--- src/rtl/hex_display_pkg.sv ---
// Shared types and segment patterns for the hex display scanner.
// Patterns are active-high {a,b,c,d,e,f,g}; bit 6 = a.
package hex_display_pkg;

  typedef logic [6:0] seg7_t;

  localparam seg7_t SEG_OFF = 7'h7F;

  localparam seg7_t SEG_LUT [16] = '{
    7'b1111110, 7'b0110000, 7'b1101101, 7'b1111001,
    7'b0110011, 7'b1011011, 7'b1011111, 7'b1110000,
    7'b1111111, 7'b1111011, 7'b1110111, 7'b0011111,
    7'b1001110, 7'b0111101, 7'b1001111, 7'b1000111
  };

endpackage

--- src/rtl/hex_display_scan_lut.sv ---
// Nibble to active-high 7-segment pattern.
// Pure combinational table lookup.
module hex7seg_lut
  import hex_display_pkg::*;
(
  input  logic [3:0] nib_i,
  output seg7_t      seg_o
);

  assign seg_o = SEG_LUT[nib_i];

endmodule

--- src/rtl/hex_display_scan.sv ---
// Time-multiplexed driver for common-anode 7-segment digits.
// Shadowed inputs, blank window, enables, dp, leading-zero blanking.
module hex_display_scan
  import hex_display_pkg::*;
#(
  parameter int NUM_DIGITS   = 4,
  parameter int REFRESH_DIV  = 50000,
  parameter int BLANK_CYCLES = 8
) (
  input  logic                    clk,
  input  logic                    rst_n,
  input  logic                    load,
  input  logic [4*NUM_DIGITS-1:0] value,
  input  logic [NUM_DIGITS-1:0]   dp_in,
  input  logic [NUM_DIGITS-1:0]   digit_en,
  input  logic                    lz_blank,
  output logic [6:0]              seg_n,
  output logic                    dp_n,
  output logic [NUM_DIGITS-1:0]   an_n,
  output logic                    slot_tick
);

  localparam int IW = (NUM_DIGITS > 1) ? $clog2(NUM_DIGITS) : 1;
  localparam int CW = $clog2(REFRESH_DIV);
  localparam logic [CW-1:0] CNT_LAST = CW'(REFRESH_DIV - 1);
  localparam logic [IW-1:0] IDX_LAST = IW'(NUM_DIGITS - 1);

  logic [4*NUM_DIGITS-1:0] value_q;
  logic [NUM_DIGITS-1:0]   dp_q;
  logic [NUM_DIGITS-1:0]   en_q;
  logic                    lz_q;

  logic [CW-1:0] cnt_q, cnt_d;
  logic [IW-1:0] idx_q, idx_d;

  seg7_t                 seg_n_q, seg_n_d;
  logic                  dp_n_q, dp_n_d;
  logic [NUM_DIGITS-1:0] an_n_q, an_n_d;

  logic [NUM_DIGITS:0]   upper_zero;
  logic [NUM_DIGITS-1:0] an_sel;
  logic [3:0]            sel_nib;
  logic                  sel_en;
  logic                  sel_dp;
  logic                  sel_uz;
  logic                  zero_blank;
  logic                  in_blank;
  seg7_t                 pat;

  // Shadow registers: captured on load, used from the next cycle.
  always_ff @(posedge clk or negedge rst_n) begin
    if (!rst_n) begin
      value_q <= '0;
      dp_q    <= '0;
      en_q    <= '1;
      lz_q    <= 1'b0;
    end else if (load) begin
      value_q <= value;
      dp_q    <= dp_in;
      en_q    <= digit_en;
      lz_q    <= lz_blank;
    end
  end

  // Prescaler and digit index next state.
  always_comb begin
    cnt_d = cnt_q + 1'b1;
    idx_d = idx_q;
    if (cnt_q == CNT_LAST) begin
      cnt_d = '0;
      idx_d = (idx_q == IDX_LAST) ? '0 : idx_q + 1'b1;
    end
  end

  // Prescaler and digit index registers.
  always_ff @(posedge clk or negedge rst_n) begin
    if (!rst_n) begin
      cnt_q <= '0;
      idx_q <= '0;
    end else begin
      cnt_q <= cnt_d;
      idx_q <= idx_d;
    end
  end

  assign slot_tick = (cnt_q == CNT_LAST);

  // Per-digit flag: this nibble and all above it are zero.
  always_comb begin
    upper_zero = '0;
    upper_zero[NUM_DIGITS] = 1'b1;
    for (int i = NUM_DIGITS - 1; i >= 0; i--) begin
      upper_zero[i] = upper_zero[i+1] & (value_q[4*i +: 4] == 4'h0);
    end
  end

  // Select the current digit's nibble and attributes.
  always_comb begin
    an_sel  = '0;
    sel_nib = 4'h0;
    sel_en  = 1'b0;
    sel_dp  = 1'b0;
    sel_uz  = 1'b0;
    for (int i = 0; i < NUM_DIGITS; i++) begin
      if (IW'(i) == idx_q) begin
        an_sel[i] = 1'b1;
        sel_nib   = value_q[4*i +: 4];
        sel_en    = en_q[i];
        sel_dp    = dp_q[i];
        sel_uz    = upper_zero[i];
      end
    end
  end

  hex7seg_lut u_lut (
    .nib_i (sel_nib),
    .seg_o (pat)
  );

  assign zero_blank = lz_q && (idx_q != '0) && sel_uz;
  assign in_blank   = int'(cnt_q) < BLANK_CYCLES;

  // Next display outputs from the current slot state.
  always_comb begin
    seg_n_d = SEG_OFF;
    dp_n_d  = 1'b1;
    an_n_d  = '1;
    if (!in_blank && sel_en) begin
      dp_n_d = ~sel_dp;
      if (zero_blank) begin
        if (sel_dp) an_n_d = ~an_sel;
      end else begin
        an_n_d  = ~an_sel;
        seg_n_d = ~pat;
      end
    end
  end

  // Registered pin drivers.
  always_ff @(posedge clk or negedge rst_n) begin
    if (!rst_n) begin
      seg_n_q <= SEG_OFF;
      dp_n_q  <= 1'b1;
      an_n_q  <= '1;
    end else begin
      seg_n_q <= seg_n_d;
      dp_n_q  <= dp_n_d;
      an_n_q  <= an_n_d;
    end
  end

  assign seg_n = seg_n_q;
  assign dp_n  = dp_n_q;
  assign an_n  = an_n_q;

endmodule

--- config.mk ---
export PLATFORM = sky130hd
export DESIGN_NAME = hex_display_scan
export DESIGN_NICKNAME = d
export VERILOG_FILES = /design/src/rtl/hex_display_pkg.sv /design/src/rtl/hex_display_scan_lut.sv /design/src/rtl/hex_display_scan.sv
export SDC_FILE = /design/constraint.sdc
export NUM_CORES = 1
export LEC_CHECK = 0
export BUFFER_PORTS_ARGS = -buffer_cell sky130_fd_sc_hd__buf_2
export CORE_ASPECT_RATIO = 1.25
export CORE_MARGIN = 2
export CORE_UTILIZATION = 55
export CTS_CLUSTER_DIAMETER = 80
export CTS_CLUSTER_SIZE = 20
export DETAILED_ROUTE_END_ITERATION = 8
export HOLD_SLACK_MARGIN = 0.1
export PLACE_DENSITY = 0.87
export SLEW_MARGIN = 30
export SYNTH_ARGS = -nofsm -noshare
export SYNTH_HDL_FRONTEND = slang
export SYNTH_HIERARCHICAL = 1
export SYNTH_SLANG_ARGS = --single-unit
--- constraint.sdc ---
create_clock -name clk -period 5.81 [get_ports clk]
set_input_delay 0.2905 -clock clk [delete_from_list [all_inputs] [get_ports clk]]
set_output_delay 0.2905 -clock clk [all_outputs]
set_load 0.01 [all_outputs]
==> results.md, run 1 <==
- Status: complete, no violations
- Multi-input logic area: 1270 sq um
- CTS tree: built
- First-pass GRT wire length: 9140 microns
- Worst r2r dst: seg_n[3]$_DFF_PN1_
- Hold_buf cts: 0
- DIE HEIGHT: 83.2 microns
- Diodes inserted: 0
- Post-Syn Instances: 239
- Mapped Nets: 279
- Tot GR Track Use: 21.2%
- Die X: 67.4 microns
- VDD IR max: 0.126 mV
- Critical path required time: 6.06 ns
- Via density: 5.72
- Yosys cell types: 43
- Max Root-Sink Buffers: 2
- Syn_area_per_cell: 11.5 sq um
- Worst clock skew: 0.0164 ns
- Minimum clock period: 2.83 ns
- Worst Hold Class: input pin to async pin
- # fillers: 386
- Layout area overhead: 12.1%
- Worst slew pin tran: 0.700 ns
- Placed Cells: 332
- Worst slack at placement: 3.07 ns
- Area occupied by registers: 1400 sq um
- Core ar.: 4800 sq um
- CP max stage cell: mux4_1
- Die ar.: 5600 sq um
- WL/cell: 15.9 microns
- Dpl hpwl: 3920 microns
- Drt first pass iters: 4
- Endpoints failing setup: 0
- Routed Antenna Nets: 0
- Final worst slack: 2.98 ns
- Commonest non-fill, non-tap cell in the layout: buf_2
- Setup Fix Bufs, Post-CTS: 0
- Vias: 1944
- Final setup TNS: 0 ns
- Largest net degree at the start of global routing: 56
- Final WL: 5420 microns
- Cell taking the most area after synthesis: dfrtp_1
- Max-slew violation count: 0
- Synth top area cells: dfrtp_1 (35%), dfstp_2 (15%), mux2_2 (11%)
- Clock slew at reported path FFs: 0.11 ns
- RSZ-0062 raised after global routing: false
- Finished Layout Cells: 340
- Relative slew slack: 53.1%
- Async S/R FF share, synth: 100%
- Critical path class: flop to flop
- IO Port Bufs: 40
- Critical path, cell by cell: inv_1 > ha_1 > nand3b_1 > a21oi_1 > a21oi_1 > o21ai_0 > inv_1 > ha_1 > mux4_1 > nand3_1
- Post-synth EDFFs: 0
- Clock Sinks: 55
- Cell Area, Synth: 2760 sq um
- Io pins: 41
- Number of global-route vias before repair: 2034
- Grt total ovfl: 0
- Max-Cap Viols: 0
- Share of post-route cells with drive strength above 1: 36.1%
- Power, Total: 0.752 mW
- Top-area cell type share of the netlist area: 35.4%
- CTS resizes: 0
- Htree depth: 2
- Placer Congestion: 0.819
- Reg-to-Reg Start: idx_q[1]$_DFFE_PN0P_
- Number of remaining DRC errors: 0
- Startpoint types: flop
- Antenna violations before repair: 0
- Final period util: 48.8%
- Initial Util: 57.5%
- Critical Path AT: 3.09 ns
- Worst skew pair latency: 0.32 ns
- Worst r2r path cells: 10
- #FFs+latches synth: 55
- Yosys Warn Count: 6
- Cts bufs inserted: 5
- Root Buffer: clkbuf_8
- DR iter-0 viols: 120
- Pleak: 1.37 nW
- Final hold vios: 0
- Crit path largest cell delay: 0.49 ns
- Flop-to-flop setup slack: 2.98 ns
- Most frequent cells in the layout: buf_2 (40), dfrtp_1 (39), mux2_2 (27)
- Site row count: 28
- Achievable Freq: 0.353 GHz
- Top FF cell, synth: dfrtp_1
- Nets: 319
- Pwr Density: 243 nW/um^2
- CP Capture Type: flop
- Critical Path Fanout Max: 11
- Register area share after synthesis: 50.6%
-- report_power, final --
part / switching (mW) / internal [mW]
registers: 0.0161 / 0.417
logic: 0.0528 / 0.0514
clock network: 0.128 / 0.0866
total: 0.197 / 0.555
-- critical path: cells and delay by family (launching register included) --
kind,cells,cell delay [ns]
buf+inv,2,0.28
flops,1,0.40
simple gates,2,0.30
compound gates,3,0.66
fa+ha+maj,2,0.66
mux,1,0.49
-- routing by layer --
metal	track usage [%]	vias up	share of wire, %
met1	24.4	964	40
met4	6.49	0	1.8
met3	4.61	11	3.3
met5	0	-	0
met2	37.9	41	55
li1	-	928	-
-- cells in the mapped netlist (2+ instances only) --
cell	count
nand4_1	3
o21ai_0	3
nand3_1	11
buf_2	3
clkbuf_1	3
nand2_1	17
xnor2_1	8
a21oi_1	7
a221oi_1	4
ha_1	12
nand2b_1	2
mux2i_1	2
mux2_1	2
nor4_1	8
dfstp_2	16
nor2b_1	8
nor3_1	8
inv_1	11
buf_6	2
xor2_1	6
dfrtp_1	39
nand3b_1	3
nor2_1	13
mux2_2	27
o31ai_1	3
-- metrics by stage --
| step | hold WS (ns) | utilization [%] | instance area [sq um] |
|---|---|---|---|
| 2_1_floorplan | -0.00509 | - | 2760 |
| 3_3_place_gp | 0.443 | 62.5 | 3000 |
| 3_5_place_dp | 0.447 | 62.6 | 3000 |
| 4_1_cts | 0.108 | 64.5 | 3090 |
| 5_1_grt | 0.167 | 64.5 | 3090 |
| 6_report | 0.0840 | 64.5 | 3090 |
-- flip-flops by register name, indices dropped and copies added (netlist names) --
| name | flops |
|---|---|
| en_q | 4 |
| dp_n | 1 |
| lz_q | 1 |
| cnt_q | 16 |
| idx_q | 2 |
| seg_n | 7 |
| an_n | 4 |
| value_q | 16 |
| dp_q | 4 |
-- area by class of cell --
type,instances,share of cell area (%)
tap,60,2.43
timing repair buffer,43,7.20
sequential,55,45.1
multi-input combinational,163,41.0
clock inverter,3,0.728
inverter,11,1.33
clock buffer,5,2.22
-- worst max-delay path by stage --
stage,slack (ns),start,end,cells past startpoint
after floorplan,3.29,idx_q[0]$_DFFE_PN0P_,seg_n[3]$_DFF_PN1_,10
after global placement,3.20,idx_q[0]$_DFFE_PN0P_,seg_n[3]$_DFF_PN1_,9
after detailed placement,3.07,idx_q[1]$_DFFE_PN0P_,seg_n[3]$_DFF_PN1_,10
after CTS,2.98,idx_q[1]$_DFFE_PN0P_,seg_n[3]$_DFF_PN1_,10
after global routing,2.73,idx_q[1]$_DFFE_PN0P_,seg_n[3]$_DFF_PN1_,10
final,2.98,idx_q[1]$_DFFE_PN0P_,seg_n[3]$_DFF_PN1_,10
-- kinds of logic after synthesis --
logic type	after synthesis	synth area share, %
buffers and inverters	21	3.67
adders and majority gates	12	5.44
DFF	55	50.6
xor gates and xnor gates	14	4.44
and+or+nand+nor	80	15.5
AOI/OAI and AO/OA	25	6.80
muxes	32	13.5
(Power assumes the default switching activity.)
==> inputs of run 2 (changes only) <==
CORE_UTILIZATION = 51   (was 55)
PLACE_DENSITY = 0.85   (was 0.87)
clock period = 2.3 ns   (was 5.81 ns; I/O delays follow)
==> results.md, run 2 (synthesis gave the netlist of run 1 again) <==
- Crit. path cell count: 9 (-1)
- Critical path, cell by cell: inv_2 > ha_2 > buf_4 > a221oi_1 > o31ai_1 > buf_4 > mux2_2 > a21oi_2 > nand3_1
- Failing checks: negative setup slack
- Tot GR Track Use: 21.3% (+0.16 points)
- VDD IR max: 0.353 mV (+180%)
- RSZ-0062 raised after global routing: true
- Achievable Freq: 0.434 GHz (+23%)
- Htree depth: 2 (unchanged)
- Commonest non-fill, non-tap cell in the layout: buf_2
- Final worst slack: -0.00590 ns (-2.98 ns)
- Critical path required time: 2.52 ns (-3.54 ns)
- Number of global-route vias before repair: 2174 (+6.9%)
- Flop-to-flop setup slack: -0.006 ns (-2.98 ns)
- Nets: 357 (+12%)
- Drt first pass iters: 4 (unchanged)
- Diodes inserted: 0 (unchanged)
- IO Port Bufs: 40 (unchanged)
- Clock slew at reported path FFs: 0.10 ns (about the same)
- Worst r2r dst: seg_n[1]$_DFF_PN1_
- Status: complete, but fails checks
- Final period util: 100% (+51 points)
- Relative slew slack: 60.4% (+7.3 points)
- Initial Util: 53.6% (-3.9 points)
- Most frequent cells in the layout: buf_2 (40), dfrtp_1 (39), mux2_2 (27)
- Minimum clock period: 2.31 ns (-0.529 ns)
- Layout area overhead: 29.6%
- Setup crit start: idx_q[0]$_DFFE_PN0P_
- DIE HEIGHT: 86.3 microns (+3.7%)
- Power, Total: 2.02 mW (+170%)
- Grt total ovfl: 0 (unchanged)
- Vias: 2164 (+11%)
- CTS tree: built
- Critical Path Fanout Max: 14 (+3)
- Max-Cap Viols: 0 (unchanged)
- Io pins: 41 (unchanged)
- Final WL: 6350 microns (+17%)
- Worst r2r path cells: 9 (-1)
- Share of post-route cells with drive strength above 1: 42.8% (+6.7 points)
- DR iter-0 viols: 116 (-3.3%)
- CP max stage cell: dfrtp_1
- Pwr Density: 566 nW/um^2 (+130%)
- Dpl hpwl: 4210 microns (+7.2%)
- Placer Congestion: 0.829 (+1.3%)
- Worst skew pair latency: 0.32 ns (about the same)
- Endpoints failing setup: 1 (+1)
- Site row count: 29 (+3.6%)
- Worst Hold Class: input pin to async pin
- Core ar.: 5150 sq um (+7.4%)
- Startpoint types: flop
- Reg-to-Reg Start: idx_q[0]$_DFFE_PN0P_
- Most common cell on crit path: buf_4
- Critical Path AT: 2.53 ns (-0.56 ns)
- Antenna violations before repair: 0 (unchanged)
- Largest net degree at the start of global routing: 30 (-46%)
- Die ar.: 6020 sq um (+7.4%)
- Worst slew pin tran: 0.594 ns (-0.106 ns)
- First-pass GRT wire length: 10000 microns (+9.8%)
- Root Buffer: clkbuf_8
- Crit path largest cell delay: 0.46 ns (-0.03 ns)
- Routed Antenna Nets: 0 (unchanged)
- Worst setup endpoint: seg_n[1]$_DFF_PN1_
- Final hold vios: 0 (unchanged)
- Clock Sinks: 55 (unchanged)
- CP Capture Type: flop
- Worst clock skew: 0.0166 ns (+0.000174 ns)
- Critical path class: flop to flop
- WP buf/inv: 3 (+1)
- WL/cell: 16.7 microns (+4.9%)
- Number of remaining DRC errors: 0 (unchanged)
- Final setup TNS: -0.00590 ns (-0.00590 ns)
- Via density: 5.69 (-0.40%)
- Cts bufs inserted: 5 (unchanged)
- CP delay by family, top: buffers and inverters
- Die X: 69.8 microns (+3.6%)
- Max-slew violation count: 0 (unchanged)
- Max Root-Sink Buffers: 2 (unchanged)
- Pleak: 1.54 nW (+13%)
-- run 2: changes by cell type in the layout (fill, tap and decap cells not counted), moves of 5 or more --
cell           change
dlygate4sd3_1     +26
ha_1               -8
inv_2              +5
ha_4               +6
inv_1              -5
buf_4             +10
-- run 2: worst min path at each step --
stage	start	to	slack [ns]	cells after the start
after global placement	rst_n	value_q[9]$_DFFE_PN0P_	0.14	2
final	rst_n	value_q[8]$_DFFE_PN0P_	0.32	3
after floorplan	rst_n	cnt_q[0]$_DFF_PN0_	-0.18	0
after detailed placement	rst_n	value_q[13]$_DFFE_PN0P_	0.14	2
after CTS	rst_n	value_q[9]$_DFFE_PN0P_	0.34	3
after global routing	rst_n	value_q[8]$_DFFE_PN0P_	0.37	3
-- run 2: timing repair --
item / CTS / global route
pin swaps: 1 / 3
hold buffers: 26 / 0
hold endpoints to repair: 80 / 0
setup buffers: 0 / 3
cloned: 0 / 0
endpoints found under the setup margin: 1 / 7
gates resized for setup: 1 / 27
-- run 2: layout make-up --
cell class / count / area, sq um
clock buffer: 6 / 82.6
timing repair buffer: 81 / 581
fill: 364 / 1580
tap: 62 / 77.6
sequential: 55 / 1400
inverter: 11 / 41.3
multi-input combinational: 163 / 1380
clock inverter: 2 / 16.3
-- run 2: power by group --
part           internal [mW]  switching [mW]  total, mW
clock                  0.246           0.321      0.568
sequential              1.05          0.0471       1.10
combinational          0.190           0.164      0.354
-- run 2: tightest hold or removal path, delay by kind of cell --
family	cells	cell delay (ns)
buffers and inverters	3	0.94
-- run 2: through the flow --
| step | cell area (sq um) | utilization, % | worst slack (ns) | hold WS, ns | std cells |
|---|---|---|---|---|---|
| 3_3_place_gp | 3080 | 59.7 | 0.0897 | 0.137 | 343 |
| 6_report | 3580 | 69.4 | -0.00590 | 0.320 | 380 |
| 4_1_cts | 3440 | 66.8 | 0.00417 | 0.339 | 377 |
| 5_1_grt | 3580 | 69.4 | -0.142 | 0.368 | 380 |
| 3_5_place_dp | 3080 | 59.7 | 0.0208 | 0.137 | 343 |
| 2_1_floorplan | 2770 | - | 0.0149 | -0.181 | 239 |
-- run 2: metal layers --
layer	up-vias	routed length [microns]	GRT usage (%)
li1	998	-	-
met1	1071	2410	23.7
met2	70	3410	39.4
met3	25	280	3.84
met4	0	246	10.1
met5	-	0	0
==> inputs of run 3 (changes only) <==
CORE_MARGIN = unset   (was 2)
SLEW_MARGIN = unset   (was 30)
==> results.md, run 3 (synthesis gave the netlist of run 1 again) <==
- Antenna violations before repair: 0 (unchanged)
- Clock Sinks: 55 (unchanged)
- Most frequent cells in the layout: buf_2 (40), dfrtp_1 (38), mux2_2 (27)
- Max Root-Sink Buffers: 2 (unchanged)
- IO Port Bufs: 40 (unchanged)
- Initial Util: 53.6% (unchanged)
- Grt total ovfl: 0 (unchanged)
- Worst skew pair latency: 0.32 ns (about the same)
- Core ar.: 5150 sq um (unchanged)
- Die ar.: 5710 sq um (-5.1%)
- Share of post-route cells with drive strength above 1: 42.2% (-0.53 points)
- Worst slack at placement: -0.0408 ns (-0.0615 ns)
- Achievable Freq: 0.435 GHz (+0.21%)
- Number of remaining DRC errors: 0 (unchanged)
- Final hold vios: 0 (unchanged)
- Site row count: 29 (unchanged)
- Power, Total: 2.00 mW (-1.1%)
- Critical path class: flop to flop
- Finished Layout Cells: 384 (+1.1%)
- Diodes inserted: 0 (unchanged)
- Placed Area: 3090 sq um (+0.41%)
- Tot GR Track Use: 21.2% (-0.15 points)
- Final setup TNS: -0.00110 ns (+0.00480 ns)
- Final WL: 5850 microns (-7.9%)
- CP Capture Type: flop
- Via density: 5.54 (-2.7%)
- CTS tree: built
- Final worst slack: -0.00110 ns (+0.00480 ns)
- Number of global-route vias before repair: 2018 (-7.2%)
- DIE HEIGHT: 84.3 microns (-2.3%)
- Critical Path AT: 2.56 ns (+0.03 ns)
- Clock slew at reported path FFs: 0.10 ns (about the same)
- Die X: 67.8 microns (-2.9%)
- Nets: 361 (+1.1%)
- Max-slew violation count: 0 (unchanged)
- Worst Hold Class: input pin to async pin
- Placer Congestion: 0.852 (+2.7%)
- Htree depth: 2 (unchanged)
- Drt first pass iters: 4 (unchanged)
- Io pins: 41 (unchanged)
- Dpl hpwl: 3870 microns (-8.0%)
- Layout area overhead: 31.1%
- Finished Cell Area: 3620 sq um (+1.2%)
- Placed Cells: 343 (unchanged)
- Critical Path Fanout Max: 7 (-7)
- Relative slew slack: 55.7% (-4.7 points)
- Vias: 2127 (-1.7%)
- Root Buffer: clkbuf_8
- DR iter-0 viols: 71 (-39%)
- Worst r2r path cells: 11 (+2)
- Status: complete, but fails checks
- Startpoint types: flop
- Worst clock skew: 0.0159 ns (-0.000727 ns)
- VDD IR max: 0.399 mV (+13%)
- Minimum clock period: 2.30 ns (-0.00480 ns)
- Critical path required time: 2.56 ns (+0.04 ns)
- Pleak: 1.57 nW (+1.9%)
- RSZ-0062 raised after global routing: true
- Pwr Density: 553 nW/um^2 (-2.3%)
- Max-Cap Viols: 0 (unchanged)
- Failing checks: negative setup slack
- Commonest non-fill, non-tap cell in the layout: buf_2
- First-pass GRT wire length: 9110 microns (-9.2%)
- WL/cell: 15.2 microns (-8.9%)
- Final period util: 100% (-0.21 points)
- Largest net degree at the start of global routing: 56 (+87%)
- Cts bufs inserted: 5 (unchanged)
- Worst slew pin tran: 0.661 ns (+0.0671 ns)
- Endpoints failing setup: 1 (unchanged)
- Routed Antenna Nets: 0 (unchanged)
==> run 3: final timing paths <==
kind / slack, ns / startpoint / end
setup / recovery: -0.001 / idx_q[1]$_DFFE_PN0P_ / seg_n[3]$_DFF_PN1_
hold / removal: 0.30 / rst_n / value_q[12]$_DFFE_PN0P_
setup reg to reg: -0.001 / idx_q[1]$_DFFE_PN0P_ / seg_n[3]$_DFF_PN1_
hold reg to reg: 0.50 / cnt_q[0]$_DFF_PN0_ / cnt_q[0]$_DFF_PN0_
max in group asynchronous: 1.70 / rst_n / seg_n[2]$_DFF_PN1_
min in group clk: 0.33 / load / dp_q[3]$_DFFE_PN0P_
==> run 3: worst max-delay path: stages, from the launching register on <==
cell and delay, ns:
dfrtp_1 0.43, inv_2 0.11, ha_4 0.17, nand3b_1 0.11
a21oi_1 0.07, a21oi_1 0.25, o21ai_2 0.11, inv_2 0.14
ha_2 0.25, inv_1 0.05, mux4_1 0.48, nand3_1 0.09
==> run 3: metrics by stage <==
step	util, %	hold WS (ns)
global placement	60.0	0.130
global route	70.2	0.334
CTS	67.0	0.297
detailed placement	60.0	0.133
finish	70.2	0.299
floorplan	-	-0.181
==> run 3: power by group <==
part | total [mW] | internal [mW] | switching [mW]
clock | 0.563 | 0.227 | 0.336
sequential | 1.10 | 1.05 | 0.0442
combinational | 0.339 | 0.185 | 0.154
total | 2.00 | 1.47 | 0.534
==> run 3: metal layers <==
layer	wire length (microns)	global-route usage, %	part of all wire [%]
met5	0	0	0
met4	189	9.09	3.2
met3	246	4.48	4.2
met2	3000	34.2	51
met1	2410	27.0	41
==> run 3: cell type report <==
| class | count | area, sq um |
|---|---|---|
| Inverter | 11 | 43.8 |
| Multi-Input combinational cell | 163 | 1380 |
| Fill cell | 351 | 1540 |
| Tap cell | 62 | 77.6 |
| Clock buffer | 5 | 68.8 |
| Sequential cell | 55 | 1400 |
| Clock inverter | 3 | 26.3 |
| Timing Repair Buffer | 85 | 623 |
==> run 3: what timing repair did <==
| action | 4_1_cts | 5_1_grt |
|---|---|---|
| setup endpoints to repair | 7 | 4 |
| setup buffers | 0 | 7 |
| hold buffers | 26 | 0 |
| pin swaps | 1 | 3 |
| resized for setup | 2 | 24 |
| hold endpoints to repair | 80 | 0 |
| cloned | 0 | 0 |
